===== src/rtl/teclado_pkg.sv =====
// Shared definitions for the keypad controller: debounce FSM states and
// the default key-code width.
package teclado_pkg;

  localparam int ANCHO_DEF = 5;

  typedef enum logic [1:0] {
    ESPERA        = 2'd0,
    ESTABILIZANDO = 2'd1,
    PRESIONADA    = 2'd2,
    LIBERANDO     = 2'd3
  } estado_t;

endpackage


===== src/rtl/fifo_teclas.sv =====
// Small first-word-fall-through FIFO for captured key codes. A push into a
// full FIFO is dropped (and flagged) unless a pop frees a slot in the same
// cycle. A pop request while empty is ignored.
module fifo_teclas
  import teclado_pkg::*;
#(
  parameter int ANCHO = ANCHO_DEF,
  parameter int PROF  = 4
) (
  input  logic             clk,
  input  logic             reset_L,
  input  logic             push,
  input  logic [ANCHO-1:0] din,
  input  logic             pop,
  output logic [ANCHO-1:0] dout,
  output logic             vacio,
  output logic             lleno,
  output logic             drop
);

  localparam int PW = $clog2(PROF);
  localparam int CW = PW + 1;

  logic [ANCHO-1:0] mem [PROF];
  logic [PW-1:0]    wr_ptr;
  logic [PW-1:0]    rd_ptr;
  logic [CW-1:0]    count;
  logic             do_push;
  logic             do_pop;

  assign vacio   = (count == '0);
  assign lleno   = (count == CW'(PROF));
  assign do_pop  = pop && !vacio;
  assign do_push = push && (!lleno || do_pop);
  assign drop    = push && lleno && !do_pop;
  assign dout    = vacio ? '0 : mem[rd_ptr];

  // Storage write.
  // NOTE: the memory array has no reset; only the pointers and count define
  // which entries are valid, and dout is forced to 0 while empty.
  always_ff @(posedge clk) begin
    if (do_push) mem[wr_ptr] <= din;
  end

  // Pointers and occupancy; pointers wrap naturally since PROF is a power of two.
  always_ff @(posedge clk or negedge reset_L) begin
    if (!reset_L) begin
      wr_ptr <= '0;
      rd_ptr <= '0;
      count  <= '0;
    end else begin
      if (do_push) wr_ptr <= wr_ptr + 1'b1;
      if (do_pop)  rd_ptr <= rd_ptr + 1'b1;
      case ({do_push, do_pop})
        2'b10:   count <= count + 1'b1;
        2'b01:   count <= count - 1'b1;
        default: count <= count;
      endcase
    end
  end

endmodule


===== src/rtl/controlador_teclado.sv =====
// Keypad receiver: synchronizes the raw code/strobe, debounces press and
// release, captures one code per press and queues it for the consumer.
module controlador_teclado
  import teclado_pkg::*;
#(
  parameter int ANCHO = ANCHO_DEF,
  parameter int DEB   = 4,
  parameter int PROF  = 4
) (
  input  logic             clk,
  input  logic             reset_L,
  input  logic [ANCHO-1:0] teclas,
  input  logic             valido,
  input  logic             leer,
  input  logic             borrar_ovf,
  output logic [ANCHO-1:0] dato_out,
  output logic             dato_valido,
  output logic             lleno,
  output logic             overflow,
  output logic [1:0]       estado
);

  localparam logic [3:0] CNT_FIN = 4'(DEB - 1);

  logic             valido_q1, valido_s;
  logic [ANCHO-1:0] teclas_q1, teclas_s;
  estado_t          state, state_nxt;
  logic [ANCHO-1:0] cod, cod_nxt;
  logic [3:0]       cnt, cnt_nxt;
  logic             push;
  logic             drop;
  logic             vacio;

  // Two-flop synchronizer on the strobe and on every code bit.
  // NOTE: sequential state uses non-blocking assignments so every flop
  // samples the pre-edge value, which is what makes the chain two stages deep.
  always_ff @(posedge clk or negedge reset_L) begin
    if (!reset_L) begin
      valido_q1 <= 1'b0;
      valido_s  <= 1'b0;
      teclas_q1 <= '0;
      teclas_s  <= '0;
    end else begin
      valido_q1 <= valido;
      valido_s  <= valido_q1;
      teclas_q1 <= teclas;
      teclas_s  <= teclas_q1;
    end
  end

  // Debounce FSM state, captured code and stability counter.
  always_ff @(posedge clk or negedge reset_L) begin
    if (!reset_L) begin
      state <= ESPERA;
      cod   <= '0;
      cnt   <= '0;
    end else begin
      state <= state_nxt;
      cod   <= cod_nxt;
      cnt   <= cnt_nxt;
    end
  end

  // Next-state logic; teclas_s is only looked at while valido_s is high.
  // NOTE: every output of this block gets a default first, so no path can
  // leave a signal unassigned and infer a latch.
  always_comb begin
    state_nxt = state;
    cod_nxt   = cod;
    cnt_nxt   = cnt;
    push      = 1'b0;
    case (state)
      ESPERA: begin
        if (valido_s) begin
          state_nxt = ESTABILIZANDO;
          cod_nxt   = teclas_s;
          cnt_nxt   = 4'd1;
        end
      end
      ESTABILIZANDO: begin
        if (!valido_s) begin
          state_nxt = ESPERA;
        end else if (teclas_s != cod) begin
          cod_nxt = teclas_s;
          cnt_nxt = 4'd1;
        end else if (cnt == CNT_FIN) begin
          state_nxt = PRESIONADA;
          push      = 1'b1;
        end else begin
          cnt_nxt = cnt + 4'd1;
        end
      end
      PRESIONADA: begin
        if (!valido_s) begin
          state_nxt = LIBERANDO;
          cnt_nxt   = 4'd1;
        end
      end
      LIBERANDO: begin
        if (valido_s) begin
          state_nxt = PRESIONADA;
        end else if (cnt == CNT_FIN) begin
          state_nxt = ESPERA;
        end else begin
          cnt_nxt = cnt + 4'd1;
        end
      end
      default: state_nxt = ESPERA;
    endcase
  end

  // Sticky overflow; a drop in the same cycle as a clear keeps it set.
  always_ff @(posedge clk or negedge reset_L) begin
    if (!reset_L)        overflow <= 1'b0;
    else if (drop)       overflow <= 1'b1;
    else if (borrar_ovf) overflow <= 1'b0;
  end

  fifo_teclas #(
    .ANCHO (ANCHO),
    .PROF  (PROF)
  ) u_fifo (
    .clk     (clk),
    .reset_L (reset_L),
    .push    (push),
    .din     (cod),
    .pop     (leer),
    .dout    (dato_out),
    .vacio   (vacio),
    .lleno   (lleno),
    .drop    (drop)
  );

  assign dato_valido = !vacio;
  assign estado      = state;

endmodule


===== config.mk =====
export PLATFORM = sky130hd
export DESIGN_NAME = controlador_teclado
export DESIGN_NICKNAME = d
export VERILOG_FILES = /design/src/rtl/teclado_pkg.sv /design/src/rtl/fifo_teclas.sv /design/src/rtl/controlador_teclado.sv
export SDC_FILE = /design/constraint.sdc
export NUM_CORES = 1
export LEC_CHECK = 0
export ABC_AREA = 0
export BUFFER_PORTS_ARGS = -buffer_cell sky130_fd_sc_hd__buf_4
export CORE_ASPECT_RATIO = 0.7
export CORE_UTILIZATION = 52
export CTS_CLUSTER_SIZE = 30
export DETAILED_ROUTE_END_ITERATION = 10
export GPL_TIMING_DRIVEN = 0
export PLACE_DENSITY_LB_ADDON = 0.15
export SLEW_MARGIN = 30
export SYNTH_ARGS = -nofsm -noshare
export SYNTH_HDL_FRONTEND = slang
export SYNTH_SLANG_ARGS = --single-unit

===== constraint.sdc =====
create_clock -name clk -period 2.25 [get_ports clk]
set_input_delay 0.3375 -clock clk [delete_from_list [all_inputs] [get_ports clk]]
set_output_delay 0.3375 -clock clk [all_outputs]
set_load 0.005 [all_outputs]

# [After elaboration in Yosys (flattened, before gate mapping)]
# Memories as Yosys holds them, arrays and structs flattened.
# Index checks and enable logic that the tools add are counted.
[op_classes] add_sub_neg=5 multipliers=0 n_div=0 n_lt_le_gt_ge=0 eq_ne=16 n_shift=0 n_mux=29 bitwise_logic=0 reduce_logical=16
[op_table] operator="$mux 4" n=6
[op_table] operator="$mux 5" n=4
[op_table] operator="$pmux 4 s4" n=1
[op_table] operator="$mux 2" n=7
[op_table] operator="$ne 2x2->1 const B" n=5
[op_table] operator="$pmux 5 s2" n=1
[op_table] operator="$ne 3x3->1 const B" n=3
[op_table] operator="$mux 1" n=8
[op_table] operator="$pmux 2 s4" n=1
[op_table] operator="$reduce_and 4->1" n=2
[op_table] operator="$eq 2x2->1 const B" n=3
[op_table] operator="$pmux 3 s2" n=1
[op_table] operator="$reduce_bool 2->1" n=3
[op_table] operator="$ne 5x5->1" n=1
[op_table] operator="$reduce_and 5->1" n=1
[op_table] operator="$add 2x1->2 const B" n=2
[op_table] operator="$add 4x1->4 const B" n=1
[op_table] operator="$eq 2x1->1 const B" n=2
[op_table] operator="$eq 4x2->1 const B" n=1
[op_table] operator="$logic_and 1x1->1" n=4
[op_table] operator="$add 3x1->3 const B" n=1
[op_table] operator="$eq 3x3->1 const B" n=1
[op_table] operator="$logic_not 1->1" n=3
[op_table] operator="$logic_not 3->1" n=1
[op_table] operator="3 further kinds" n=3
[totals] reg_bits=31 latch_bits=0 ramBits=20 rom_bits=0 in_bits=10 out_inout_bits=10 wordCells=78 mem_count=1
[mem_list] memory="u_fifo.mem" words=4 word_bits=5 read_ports=1 rd_ports_with_merged_regs=0 write_ports=1 line="fifo_teclas.sv:24" text="logic [ANCHO-1:0] mem [PROF];"

# [Longest topological paths before layout]
# Gate-level depths: netlist (run 1).
[depth] ltp_word=8 depth_mapped=11 mapped_depth_nobuf=10

# [By module]
# From an unflattened synthesis (run 1), not the netlist that was laid out.
[unflattened] hier_cells=146 hier_area_um2=2182.1
[modules_own_cells] mod="fifo_teclas" n_inst=1 cells_per_inst=73 area_per_inst_um2=1207.4 seq_area_each_um2=775.7
[modules_own_cells] mod="controlador_teclado" n_inst=1 cells_per_inst=73 area_per_inst_um2=974.7 seq_area_each_um2=600.6

# [Least setup slack after synthesis (run 1)]
# OpenSTA, ideal clock, no wires.
[synth_timing] path_type="flip-flop to flip-flop" from="register u_fifo.count[0]" to="register u_fifo.count[2]" setup_ns=0.126 t_arrival_ns=2.395 required_ns=2.124 setup_slack_ns=-0.271 stages_incl_launch_ff=11 n_path_buf=2 synth_period_minus_slack_ns=2.521 cell_sequence="dfrtp_1 clkbuf_1 or3_1 clkbuf_1 nand2_1 nor2_1 fa_1 inv_1 or4_1 o221a_1 a221o_1"
[synth_via] elab_chain_cells=7 elab_cells_between_ends=13 cone_classes="add/sub (2); eq/ne (3); mux (1); reduce/logical (7)"
[synth_lines] element="start: declaration" line="fifo_teclas.sv:27" text="logic [CW-1:0] count;"
[synth_lines] element="start signal: assignment" line="fifo_teclas.sv:55" text="2'b10: count <= count + 1'b1;"
[synth_lines] element="start signal: assignment" line="fifo_teclas.sv:56" text="2'b01: count <= count - 1'b1;"
[synth_lines] element="start signal: assignment" line="fifo_teclas.sv:57" text="default: count <= count;"
[synth_lines] element="$logic_not 3->1 (*)" line="fifo_teclas.sv:31" text="assign vacio = (count == '0);"
[synth_lines] element="$logic_not 1->1 (*)"
[synth_lines] element="named net dato_valido" line="controlador_teclado.sv:17" text="output logic dato_valido,"
[synth_lines] element="$logic_and 1x1->1 (*)" line="fifo_teclas.sv:33" text="assign do_pop = pop && !vacio;"
[synth_lines] element="$logic_or 1x1->1" line="fifo_teclas.sv:34" text="assign do_push = push && (!lleno || do_pop);"
[synth_lines] element="$logic_and 1x1->1" line="fifo_teclas.sv:34"
[synth_lines] element="$eq 2x1->1 / $eq 2x2->1 (equally long branches)" line="fifo_teclas.sv:54" text="case ({do_push, do_pop})"
[synth_lines] element="$pmux 3 s2 / $reduce_bool 2->1 (equally long branches)"
# The timed path passes the listed nets; every way through them passes the cells marked *.
# A chain may end at the register's enable or synchronous reset.

# [Final worst setup path (run 1)]
[layout_timing] from="register cnt[0]" to="register u_fifo.count[2]"
[layout_via] elab_chain_cells=8 elab_cells_between_ends=10 cone_classes="eq/ne (3); mux (5); reduce/logical (2)"
[layout_lines] element="start: declaration" line="controlador_teclado.sv:29" text="logic [3:0] cnt, cnt_nxt;"
[layout_lines] element="start signal: assignment" line="controlador_teclado.sv:60" text="cnt <= cnt_nxt;"
[layout_lines] element="$eq 4x2->1 (*)" line="controlador_teclado.sv:86" text="end else if (cnt == CNT_FIN) begin"
[layout_lines] element="$mux 1 (*)" line="controlador_teclado.sv:86"
[layout_lines] element="$mux 1 (*)" line="controlador_teclado.sv:83" text="end else if (teclas_s != cod) begin"
[layout_lines] element="$mux 1 (*)" line="controlador_teclado.sv:81" text="if (!valido_s) begin"
[layout_lines] element="$mux 1 (*)" line="controlador_teclado.sv:72" text="case (state)"
[layout_lines] element="$logic_and 1x1->1 (*)" line="fifo_teclas.sv:34"
[layout_lines] element="$eq 2x1->1 / $eq 2x2->1 (equally long branches)" line="fifo_teclas.sv:54"
[layout_lines] element="$pmux 3 s2 / $reduce_bool 2->1 (equally long branches)"
# Every way passes the cells marked *; elsewhere a longest branch is shown, timed or not.

==> results of run 1 <==
## cells in the final DEF (no fill, tap or decap), drive strengths merged, types with 2 or more instances in the layout
master	n
a21oi	2
a221o	2
and2	11
buf	36
clkbuf	7
dfrtp	31
edfxtp	20
ha	5
inv	7
mux2	3
mux2i	3
mux4	5
nand2	20
nand2b	2
nand3	4
nor2	9
nor3	4
o211ai	2
o21ai	3
or4	2
xnor2	11
## final cells by class
type | count | share of cell area, %
repair buffers | 36 | 9.97
inverters | 6 | 0.823
multi-input cells | 104 | 32.1
well taps | 52 | 2.38
clock buffers | 5 | 2.52
clock inverters | 3 | 0.686
flip-flops and latches | 51 | 50.8
plain buffers | 3 | 0.778
## worst max-delay path: stages (launching register included)
cell and delay, ns:
dfrtp_2 0.45, ha_4 0.19, nand4_4 0.12, nor3_4 0.06
nor2_2 0.11, fa_2 0.20, inv_2 0.05, or4_1 0.51
o221a_1 0.24, a221o_1 0.25
## final timing paths
| kind | start | to | slack, ns |
|---|---|---|---|
| max | cnt[0] | u_fifo.count[2] | -0.05 |
| min | teclas[1] | teclas_q1[1] | 0.14 |
| max reg2reg | cnt[0] | u_fifo.count[2] | -0.05 |
| min reg2reg | teclas_q1[4] | teclas_s[4] | 0.35 |
| max in group asynchronous | reset_L | cod[0] | 1.44 |
| min in group asynchronous | reset_L | u_fifo.rd_ptr[1] | 0.50 |
## power by group through the flow
| stage | Clock (W) | Sequential, W | Combinational (W) |
|---|---|---|---|
| floorplan | 0 | 0.00123 | 0.000652 |
| global placement | 0 | 0.00125 | 0.000864 |
| detailed placement | 0 | 0.00126 | 0.000916 |
| CTS | 0.000522 | 0.00130 | 0.000943 |
| global route | 0.000566 | 0.00132 | 0.00119 |
| finish | 0.000513 | 0.00130 | 0.00108 |
## cells by family (layout without fill, tap and decap cells)
| kind of cell | after synthesis | after routing | share of synthesized area, % |
|---|---|---|---|
| xor+xnor | 12 | 12 | 4.73 |
| compound gates | 14 | 14 | 4.50 |
| mux | 11 | 11 | 7.94 |
| simple gates | 61 | 61 | 15.1 |
| fa+ha+maj | 6 | 6 | 3.72 |
| buf+inv | 12 | 53 | 2.08 |
| flops | 51 | 51 | 61.9 |
## routing by layer
metal  wire length [um]  track usage, %  up-vias
met5                  0               0        -
met4                 63            7.40        0
met2               1950            30.4       26
li1                   -               -      673
met1               1800            24.7      693
met3                103            4.55        7
## state kept, by name, summed over array words and instances (netlist names), named ones only
name and cells:
overflow 1, teclas_s 5, estado 1, u_fifo.rd_ptr 2
cnt 4, cod 5, valido_s 1, teclas_q1 5
u_fifo.count 3, u_fifo.mem 20, u_fifo.wr_ptr 2, valido_q1 1
## through the flow
| stage | cells | area (um^2) |
|---|---|---|
| 2_1_floorplan | 167 | 2230 |
| 3_3_place_gp | 237 | 2430 |
| 3_5_place_dp | 237 | 2430 |
| 4_1_cts | 247 | 2590 |
| 5_1_grt | 260 | 2740 |
| 6_report | 260 | 2740 |
## repair_timing
action / 4_1_cts / 5_1_grt
setup buffers: 4 / 13
hold endpoints to repair: 31 / 0
pin swaps: 2 / 2
hold buffers: 1 / 0
resized for setup: 12 / 15
setup endpoints to repair: 27 / 22
==> flow_summary_export.csv, run 1 <==
group,metric,value,unit
die,start_util,55.3,%
power_and_ir_drop,p_int,0.00196,W
timing,rsz0062_at_grt,"true",
cts,clk_pin_slew,0.09,ns
finish,drive_gt1_share,38.0,%
hold_path,worstHoldPathType,"in -> reg",
global_routing,track_usage,18.8,%
logic_synthesis,seq_area_frac_synth,61.9,%
status,violations,"negative setup slack",
worst_setup_path,ff2ff_path_depth,9,
power_and_ir_drop,netSwitchingFraction,32.3,%
logic_synthesis,yosysWarningCount,0,
die,core-area,4020,um^2
finish,fin_nets,223,
timing,final_max_slew_viol_count,0,
cts,cts_root_buf,"clkbuf_8",
cts,numCtsBuffers,5,
hold_path,worstHoldPathCells,1,
worst_setup_path,crit_required,2.44,ns
die,row_count,19,
logic_synthesis,synth_commonest_cells,"dfrtp_1 (31), edfxtp_1 (20), nand2_1 (20), and2_1 (11), xnor2_1 (11)",
worst_setup_path,path_max_fanout,5,
status,status,"finished with violations",
power_and_ir_drop,power_density,1060,nW/um^2
cts,tritoncts,"built",
timing,setup_slack,-0.0503,ns
timing,fin_crit_sh,102,%
detailed_routing,avgRoutedWirePerCell,15.1,um
global_routing,grt_pass1_vias,1337,
die,fp.dieH,56.7,um
global_routing,antenna_found_initial,0,
cts,htreeDepth,2,
placement,dp_slack,-0.318,ns
timing,maxSlewHeadroom,66.4,%
logic_synthesis,synth_top_cell_by_area,"dfrtp_1",
detailed_routing,vias_per_cell,5.38,
global_routing,grt_max_degree,32,
power_and_ir_drop,seq_power_share,45.0,%
timing,clock_skew,0.00327,ns
timing,hold_slack,0.138,ns
detailed_routing,remaining_drc_errors,0,
logic_synthesis,synth_top_area_share,34.9,%
detailed_routing,drtPass1Iterations,4,
power_and_ir_drop,p_leak,1.13,nW
placement,gp_congestion,0.839,
finish,antenna_cells,0,
logic_synthesis,synth_area,2220,um^2
detailed_routing,routed_wl,3910,um
power_and_ir_drop,switchingPower,0.000932,W
cts,clk_path_buf_depth,2,
worst_setup_path,endpoint_kind,"flip-flop",
global_routing,grt_pass1_wl,6180,um
timing,final_hold_viol_count,0,
logic_synthesis,yosysMostFrequentCell,"dfrtp_1",
power_and_ir_drop,vdd.ir_drop.worst,0.647,mV
finish,regArea,1390,um^2
die,die_x,80.1,um
logic_synthesis,synth.net_count,183,
logic_synthesis,avgSynthCellArea,13.3,um^2
power_and_ir_drop,total_power,0.00289,W
placement,post-dp-hpwl,2580,um
detailed_routing,ant_nets,0,
flow_run,cap_violations,0,
cts,clk_latency,0.30,ns
timing,min_period,2.30,ns
timing,fmax,435,MHz
logic_synthesis,synth_cell_types,39,
logic_synthesis,synth_edf_count,20,
detailed_routing,dr.first_iter.drc_count,93,
worst_setup_path,crit_type,"reg -> reg",
finish,area_growth,23.1,%
detailed_routing,vias,1399,
die,die-area,4540,um^2
logic_synthesis,async_reset_ff_share,60.8,%
worst_setup_path,start_kind,"flip-flop",
finish,nFillCells,273,
die,io_pins,20,
global_routing,overflow,0,
timing,setup_viol_count_final,1,
logic_synthesis,netlist_instances,167,
timing,tightest_slew,0.500,ns
cts,cts.sinks,51,
logic_synthesis,synth_area_leaders,"dfrtp_1 (35%), edfxtp_1 (27%), mux4_2 (5.1%)",
timing,tns,-0.0503,ns
worst_setup_path,arrival,2.49,ns
power_and_ir_drop,p_clk_share,17.8,%
power_and_ir_drop,combPwrFrac,37.2,%
finish,multi_input_area,877,um^2
logic_synthesis,ys.flop_type,"dfrtp_1",
finish,utilization,68.1,%
logic_synthesis,ys_ff_latch,51,
placement,port_buffers,18,
Note: power is estimated with default switching activity, not from simulation.
==> run 2: changes to the inputs <==
CORE_UTILIZATION = 40   (was 52)
==> run 2 against run 1 <==
- the run still ends with negative setup slack left
- combinational power fell by 6%
- critical path type unchanged
- power rose by 2.6%
- count of clock-buffer cells in the layout rose by 1
- highest routed layer unchanged
==> flow_summary_export.csv, run 2 (same netlist as run 1, synthesis figures left out) <==
group,metric,value,unit
status,status,"finished with violations",
status,violations,"negative setup slack",
cts,cts_root_buf,"clkbuf_8",
detailed_routing,routed_wl,4050,um
die,die_x,91.1,um
power_and_ir_drop,power_density,1090,nW/um^2
detailed_routing,ant_nets,0,
timing,clock_skew,0.00718,ns
placement,dp_slack,-0.336,ns
timing,fmax,436,MHz
die,core-area,5290,um^2
global_routing,grt_pass1_vias,1343,
finish,drive_gt1_share,33.7,%
cts,clk_latency,0.30,ns
cts,numCtsBuffers,5,
cts,htreeDepth,2,
timing,setup_viol_count_final,2,
hold_path,hold_start,"teclas[1]",
timing,tightest_slew,0.456,ns
detailed_routing,vias_per_cell,4.96,
global_routing,grt_pass1_wl,6690,um
cts,tritoncts,"built",
timing,final_hold_viol_count,0,
die,row_count,22,
finish,final_cell_mix,"buf_4 (28), dfrtp_1 (27), edfxtp_1 (20), nand2_1 (18), xnor2_1 (10)",
finish,top_register,"u_fifo.mem",
cts,clk_pin_slew,0.09,ns
placement,placed_area,2460,um^2
worst_setup_path,r2r_end,"u_fifo.count[2]",
timing,min_period,2.29,ns
detailed_routing,dr.first_iter.drc_count,55,
timing,setup_slack,-0.0429,ns
hold_path,worstHoldPathType,"in -> reg",
finish,largest_register_ffs,20,
power_and_ir_drop,vdd.ir_drop.worst,0.390,mV
cts,cts.sinks,51,
finish,fin_nets,217,
detailed_routing,vias,1359,
worst_setup_path,reg2reg_slack,-0.04,ns
worst_setup_path,crit_required,2.44,ns
detailed_routing,avgRoutedWirePerCell,14.8,um
global_routing,antenna_found_initial,0,
global_routing,track_usage,15.6,%
flow_run,cap_violations,0,
worst_setup_path,reg2reg_from,"cnt[0]",
global_routing,overflow,0,
placement,port_buffers,18,
worst_setup_path,crit_type,"reg -> reg",
timing,tns,-0.0630,ns
worst_setup_path,arrival,2.49,ns
timing,hold_slack,0.141,ns
global_routing,grt_max_degree,32,
detailed_routing,remaining_drc_errors,0,
worst_setup_path,endpoint_kind,"flip-flop",
finish,nFillCells,478,
die,fp.dieH,64.4,um
placement,gp_congestion,0.719,
timing,maxSlewHeadroom,69.3,%
hold_path,holdPathEnd,"teclas_q1[1]",
placement,post-dp-hpwl,2710,um
finish,antenna_cells,0,
timing,fin_crit_sh,102,%
detailed_routing,drtPass1Iterations,4,
worst_setup_path,ff2ff_path_depth,9,
finish,fin_area,2720,um^2
timing,final_max_slew_viol_count,0,
die,io_pins,20,
cts,clk_path_buf_depth,2,
hold_path,worstHoldPathCells,1,
timing,rsz0062_at_grt,"true",
finish,final_common_cell,"buf_4",
finish,area_growth,22.4,%
die,start_util,42.0,%
worst_setup_path,path_max_fanout,5,
power_and_ir_drop,p_leak,1.11,nW
die,die-area,5860,um^2
worst_setup_path,start_kind,"flip-flop",
run 2: cell types whose count changed in the layout (fill, tap and decap cells not counted), moves of 2 or more:
| cell | delta |
|---|---|
| buf_4 | -7 |
| dfrtp_1 | +6 |
| dfrtp_2 | -6 |
| and2_1 | -4 |
| and2_2 | +4 |
| clkbuf_8 | +2 |
| xnor2_1 | +2 |
| xnor2_2 | -2 |
run 2: power breakdown:
part,switching [W],total [W],internal [W]
combinational,0.000444,0.00102,0.000572
sequential,0.000180,0.00130,0.00112
clock,0.000291,0.000651,0.000360
total,0.000916,0.00296,0.00205
run 2: cell type report:
cell class / count / area (um^2) / share of cell area [%]
tap: 72 / 90.1 / 3.31
clock inverter: 2 / 35.0 / 1.29
clock buffer: 6 / 82.6 / 3.04
inverter: 6 / 22.5 / 0.828
sequential: 51 / 1380 / 50.8
timing repair buffer: 29 / 220 / 8.10
multi-input combinational: 104 / 852 / 31.3
buffer: 4 / 35.0 / 1.29
run 2: worst max-delay path, stage by stage (launching register included):
cell     delay (ns)
dfrtp_1        0.42
ha_2           0.24
nand4_4        0.12
nor3_4         0.06
nor2_4         0.10
fa_2           0.19
inv_2          0.05
or4_1          0.51
o221a_1        0.24
a221o_1        0.25
run 2: timing repair:
| action | in CTS | in global routing |
|---|---|---|
| hold endpoints to repair | 31 | 0 |
| pin swaps | 1 | 3 |
| resized for setup | 16 | 7 |
| hold buffers | 1 | 0 |
| setup buffers | 5 | 5 |
| endpoints found under the setup margin | 20 | 22 |
run 2: worst max path at each step:
| stage | end | startpoint | slack (ns) |
|---|---|---|---|
| final | u_fifo.count[2] | cnt[0] | -0.04 |
| after global routing | u_fifo.count[1] | u_fifo.count[0] | -0.12 |
| after CTS | u_fifo.count[2] | u_fifo.count[0] | -0.03 |
| after detailed placement | u_fifo.count[2] | cod[3] | -0.34 |
| after global placement | u_fifo.count[2] | cod[3] | -0.29 |
| after floorplan | u_fifo.count[2] | flip-flop | -0.1 |
run 2: metal layers:
layer / GRT usage (%) / part of all wire, % / vias to the layer above
met3: 4.05 / 5.1 / 6
met4: 7.14 / 1.7 / 0
li1: - / - / 654
met2: 25.6 / 47 / 33
met5: 0 / 0 / -
met1: 19.5 / 46 / 666
run 2: through the flow:
step	util, %	power (W)	instances
detailed placement	46.5	0.00219	257
floorplan	-	0.00188	167
finish	51.4	0.00296	274
global route	51.4	0.00315	274
global placement	46.5	0.00213	257
CTS	50.4	0.00294	269
